===== src/rtl/seq_word_serializer.sv =====
// Parallel-to-serial word front end for the 1011 detector; MSB first by default, LSB first when SER_LSB_FIRST_EN is defined.
// Latency: bit 0 is valid (with first) the cycle after the load edge; back-to-back words stream with no bubble.
// Backpressure: bit_ready low holds bit_out/first/last; load_ready is combinational from bit_ready on the last bit.
module seq_word_serializer #(
    parameter int WIDTH = 32
) (
    input  logic             clk,
    input  logic             rst_n,
    input  logic             load_valid,
    output logic             load_ready,
    input  logic [WIDTH-1:0] load_data,
    output logic             bit_out,
    output logic             bit_valid,
    input  logic             bit_ready,
    output logic             first,
    output logic             last,
    output logic             busy
);
    localparam int CW = (WIDTH > 1) ? $clog2(WIDTH) : 1;

    typedef enum logic {IDLE, SHIFT} state_t;

    state_t           state;
    logic [WIDTH-1:0] sreg;
    logic [CW-1:0]    count;
    logic             first_q;
    logic             head;
    logic             at_last;
    logic             xfer;
    logic             load;

`ifdef SER_LSB_FIRST_EN
    assign head = sreg[0];
`else
    assign head = sreg[WIDTH-1];
`endif

    assign busy       = (state == SHIFT);
    assign bit_valid  = busy;
    assign at_last    = busy && (count == '0);
    assign last       = at_last;
    assign first      = first_q;
    // Gate with busy so a drained register never leaks stale bits while idle
    assign bit_out    = busy & head;
    assign xfer       = bit_valid && bit_ready;
    assign load_ready = !busy || (xfer && at_last);
    assign load       = load_valid && load_ready;

    always_ff @(posedge clk or negedge rst_n) begin
        if (!rst_n) begin
            state   <= IDLE;
            sreg    <= '0;
            count   <= '0;
            first_q <= 1'b0;
        end else begin
            case (state)
                IDLE: begin
                    if (load) begin
                        sreg    <= load_data;
                        count   <= CW'(WIDTH - 1);
                        first_q <= 1'b1;
                        state   <= SHIFT;
                    end
                end
                SHIFT: begin
                    if (xfer) begin
                        if (count != '0) begin
`ifdef SER_LSB_FIRST_EN
                            sreg <= sreg >> 1;
`else
                            sreg <= sreg << 1;
`endif
                            count   <= count - 1'b1;
                            first_q <= 1'b0;
                        end else if (load) begin
                            sreg    <= load_data;
                            count   <= CW'(WIDTH - 1);
                            first_q <= 1'b1;
                        end else begin
                            first_q <= 1'b0;
                            state   <= IDLE;
                        end
                    end
                end
                default: state <= IDLE;
            endcase
        end
    end
endmodule


===== config.mk =====
export PLATFORM = sky130hd
export DESIGN_NAME = seq_word_serializer
export DESIGN_NICKNAME = d
export VERILOG_FILES = /design/src/rtl/seq_word_serializer.sv
export SDC_FILE = /design/constraint.sdc
export NUM_CORES = 1
export LEC_CHECK = 0
export CORE_AREA = 2 2 65 67
export CTS_CLUSTER_DIAMETER = 120
export DETAILED_ROUTE_END_ITERATION = 10
export DIE_AREA = 0 0 67 69
export PLACE_DENSITY = 0.83
export SYNTH_ARGS = -nofsm -noshare
export SYNTH_HDL_FRONTEND = slang
export SYNTH_SLANG_ARGS = --single-unit

===== constraint.sdc =====
create_clock -name clk -period 1.97 [get_ports clk]
set_input_delay 0.394 -clock clk [delete_from_list [all_inputs] [get_ports clk]]
set_output_delay 0.394 -clock clk [all_outputs]
set_load 0.005 [all_outputs]

==> key figures <==
Placement
  – Routability congestion estimate from global placement: 0.808
  – Final HPWL DP: between 2 and 3 mm
  – Instance area at placement: 2380 um2
  – Placed instance count: 248
  – Buffers added on ports: a little over 40
  – Worst slack after detailed placement: -81.0 ps

Clock network
  – Source-to-sink clock delay at the later pin of the worst-skew pair: 300 ps
  – Max Buffers Root-to-Sink: 2
  – Clk slew on worst S/H paths: ~80 ps
  – CTS tree: built
  – Clock Sinks: 39
  – Clock buffers created by TritonCTS: 5
  – Hold buffer count at cts: 0
  – CTS HTree Levels: 2
  – Clk root buf: sky130_fd_sc_hd__clkbuf_8

Power and ir drop
  – Leakage Power: 1.25 nW
  – Reg power frac: 46.9%
  – Switching power: 822 uW
  – P per Cell Area: roughly 1000 nW/um2
  – Clock power frac: just under 20%
  – Power after layout: 2.66 mW
  – Sw Share: between 30% and 40%
  – Combinational power share: roughly 34%
  – Maximum vdd drop: 0.625 mV
  – Internal Power: 1.84 mW

Critical path
  – Worst Setup End Kind: primary output
  – Length in cells of the worst reg-to-reg path: 7
  – Arrival time at the worst endpoint: roughly 1600 ps
  – Critical-path maximum fanout: 2
  – Number of stages on the worst setup path: 5
  – CP Cell Sequence: inv_2 -> ha_4 -> or4b_4 -> nor2_2 -> buf_2
  – Bufs and invs on worst path: 2
  – Library cell contributing the largest single delay on the critical path: sky130_fd_sc_hd__or4b_4
  – Worst path max stage delay: between 400 and 500 ps
  – Kind of start point of the critical path: register
  – Top delay family on crit path: simple AND/OR/NAND/NOR gates
  – WS Path Type: register to primary output
  – Worst endpoint required time: ~1600 ps

Synthesis
  – Seq/Total Area, Yosys: a little over half
  – Synth unique cells: 35
  – Post-synth top flop: sky130_fd_sc_hd__dfrtp_1
  – Number of flops mapped to enable cells by yosys: 0
  – Proportion of register bits with asynchronous set or reset after synthesis: 100%
  – Commonest cells in the netlist: sky130_fd_sc_hd__dfrtp_1, sky130_fd_sc_hd__a221o_1, sky130_fd_sc_hd__and3_1
  – Synth area leader: sky130_fd_sc_hd__dfrtp_1
  – Most frequent cell after synthesis: sky130_fd_sc_hd__dfrtp_1
  – Total of flip-flops plus latches after synthesis: 39
  – Top cell type's share of synthesized area: 52.5%
  – Cell count after synthesis: 155
  – Largest cells by area after synthesis: sky130_fd_sc_hd__dfrtp_1, sky130_fd_sc_hd__a221o_1, sky130_fd_sc_hd__and3_1
  – Syn_nets: around 190
  – Count of warnings emitted by yosys: 0
  – Avg Inst Size Synth: approximately 12 um2
  – Netlist area before placement: approximately 1900 um2

Finish
  – Area growth from synthesis to layout: 36.7%
  – Core Util, Final: about two thirds
  – Filler cell count: between 300 and 400
  – Antenna diode count: 0
  – Net count reported at finish: 247
  – Final standard cell area without fillers: around 2500 um2
  – Non-filler instance count after layout: roughly 260
  – Share of cells above drive strength 1: about 20%

Routing
  – Mean routed wirelength per cell: ~18 um
  – DRT iter0 DRCs: roughly 110
  – Final wirelength: ~4.7 mm
  – Via count: roughly 1600
  – Iteration count of the initial detailed-routing pass: 5
  – Antenna violation net count after detailed routing: 0
  – Detail-routed via count per cell: a little over 6
  – DRC violations left: 0

Global routing
  – Antenna violations before repair: 0
  – Largest net degree at the start of global routing: 40
  – First-pass GRT wire length: between 7 and 8 mm
  – Overflow left after global routing: 0
  – Number of global-route vias before repair: 1672
  – Overall global routing resource usage: 21.6%

Floorplanning
  – Area of the placeable core: a little under 4000 um2
  – Die Wd: ~67 um
  – Chip height: approximately 70 um
  – Row Count: 23
  – Die area: roughly 4600 um2
  – Boundary Pins: 42
  – Initial Utilization: about 48%

STA
  – Fraction of the cycle the final worst path needs: 99.3%
  – PnR worst setup slack: 14.3 ps
  – Fin crit period: slightly below 2000 ps
  – Measured slew at the worst slew-check pin: between 400 and 500 ps
  – Final hold violation count: 0
  – Worst Hold Margin: between 100 and 150 ps
  – RSZ-0062 raised after global routing: true
  – Endpoints failing setup: 0
  – Worst max-slew margin expressed relative to the limit: roughly two thirds
  – Worst Clk Skew: between 7 and 8 ps
  – Sum of negative setup slack: 0 ps
  – Number of max-slew violations in the final report: 0
  – Max Freq: just over 500 MHz

Outcome
  – Result of the run: finished clean

Run
  – Max-cap violations: 0

Worst hold path
  – Worst min path class: input port to asynchronous set/reset pin
worst register-to-register path, cell delays in order (launching register included):
cell and delay, ps:
sky130_fd_sc_hd__dfrtp_1 390, sky130_fd_sc_hd__inv_2 70, sky130_fd_sc_hd__ha_4 120, sky130_fd_sc_hd__or4b_4 470, sky130_fd_sc_hd__buf_6 150, sky130_fd_sc_hd__nand3_4 200
sky130_fd_sc_hd__nand2_4 140, sky130_fd_sc_hd__mux2_4 270
final timing paths:
kind	to	slack [ps]	from
hold reg to reg	first$_DFFE_PN0P_	480	first$_DFFE_PN0P_
min in group clk	first$_DFFE_PN0P_	480	first$_DFFE_PN0P_
max in group asynchronous	sreg[18]$_DFFE_PN0P_	1480	rst_n
hold / removal	sreg[28]$_DFFE_PN0P_	140	rst_n
setup / recovery	last	10	count[1]$_DFFE_PN0P_
setup reg to reg	count[0]$_DFFE_PN0P_	40	count[1]$_DFFE_PN0P_
area by class of cell:
type                            instances  area (um2)  area share [%]
Multi-Input combinational cell         99         790            31.1
Sequential cell                        39         976            38.4
Clock inverter                          3        15.0           0.591
Tap cell                               50        62.6            2.46
Timing Repair Buffer                   62         619            24.4
Inverter                                3        11.3           0.443
Clock buffer                            5        68.8            2.71
cell families (layout without fill, tap and decap cells):
group,count (synthesis),after routing,synth area share (%)
AO/OA/AOI/OAI,50,50,22.9
AND/OR/NAND/NOR,45,45,15.7
flip-flops,39,39,52.5
buffers and inverters,17,73,6.52
multiplexers,2,2,1.34
adder cells (fa/ha/maj),1,1,0.672
XOR/XNOR,1,1,0.471
state kept, by name, summed over array words and instances (netlist names):
name	flops
bit_valid	1
count	5
first	1
sreg	32
power by group through the flow:
stage	clock (mW)	combinational, mW	sequential, mW
after CTS	0.540	0.874	1.24
after floorplan	0	0.563	1.18
final	0.522	0.893	1.25
after global placement	0	0.791	1.22
after global routing	0.573	0.972	1.28
after detailed placement	0	0.830	1.24
metal layers:
| metal | global-route usage (%) | part of all wire [%] | routed length [um] |
|---|---|---|---|
| met2 | 34.4 | 49 | 2330 |
| met3 | 6.04 | 5.9 | 280 |
| met1 | 27.6 | 43 | 2040 |
| met5 | 0 | 0 | 0 |
| met4 | 8.16 | 1.8 | 87 |
layout by cell type (no fill, tap or decap), types with 3 or more instances in the layout:
cell,Yosys,routed
sky130_fd_sc_hd__o22ai_1,6,6
sky130_fd_sc_hd__a221o_1,25,25
sky130_fd_sc_hd__dfrtp_1,39,39
sky130_fd_sc_hd__a2bb2oi_1,6,6
sky130_fd_sc_hd__clkinv_2,0,3
sky130_fd_sc_hd__clkbuf_8,0,5
sky130_fd_sc_hd__and3_1,25,25
sky130_fd_sc_hd__buf_12,0,3
sky130_fd_sc_hd__nand2_1,5,5
sky130_fd_sc_hd__buf_6,4,3
sky130_fd_sc_hd__clkdlybuf4s50_1,0,38
sky130_fd_sc_hd__o21ai_0,3,3
sky130_fd_sc_hd__buf_4,3,14
timing repair:
action | in CTS | in global routing
gates cloned | 0 | 2
endpoints found under the setup margin | 3 | 27
setup buffers | 2 | 1
pin swaps | 3 | 4
resized for setup | 11 | 6
(Power assumes the default switching activity.)
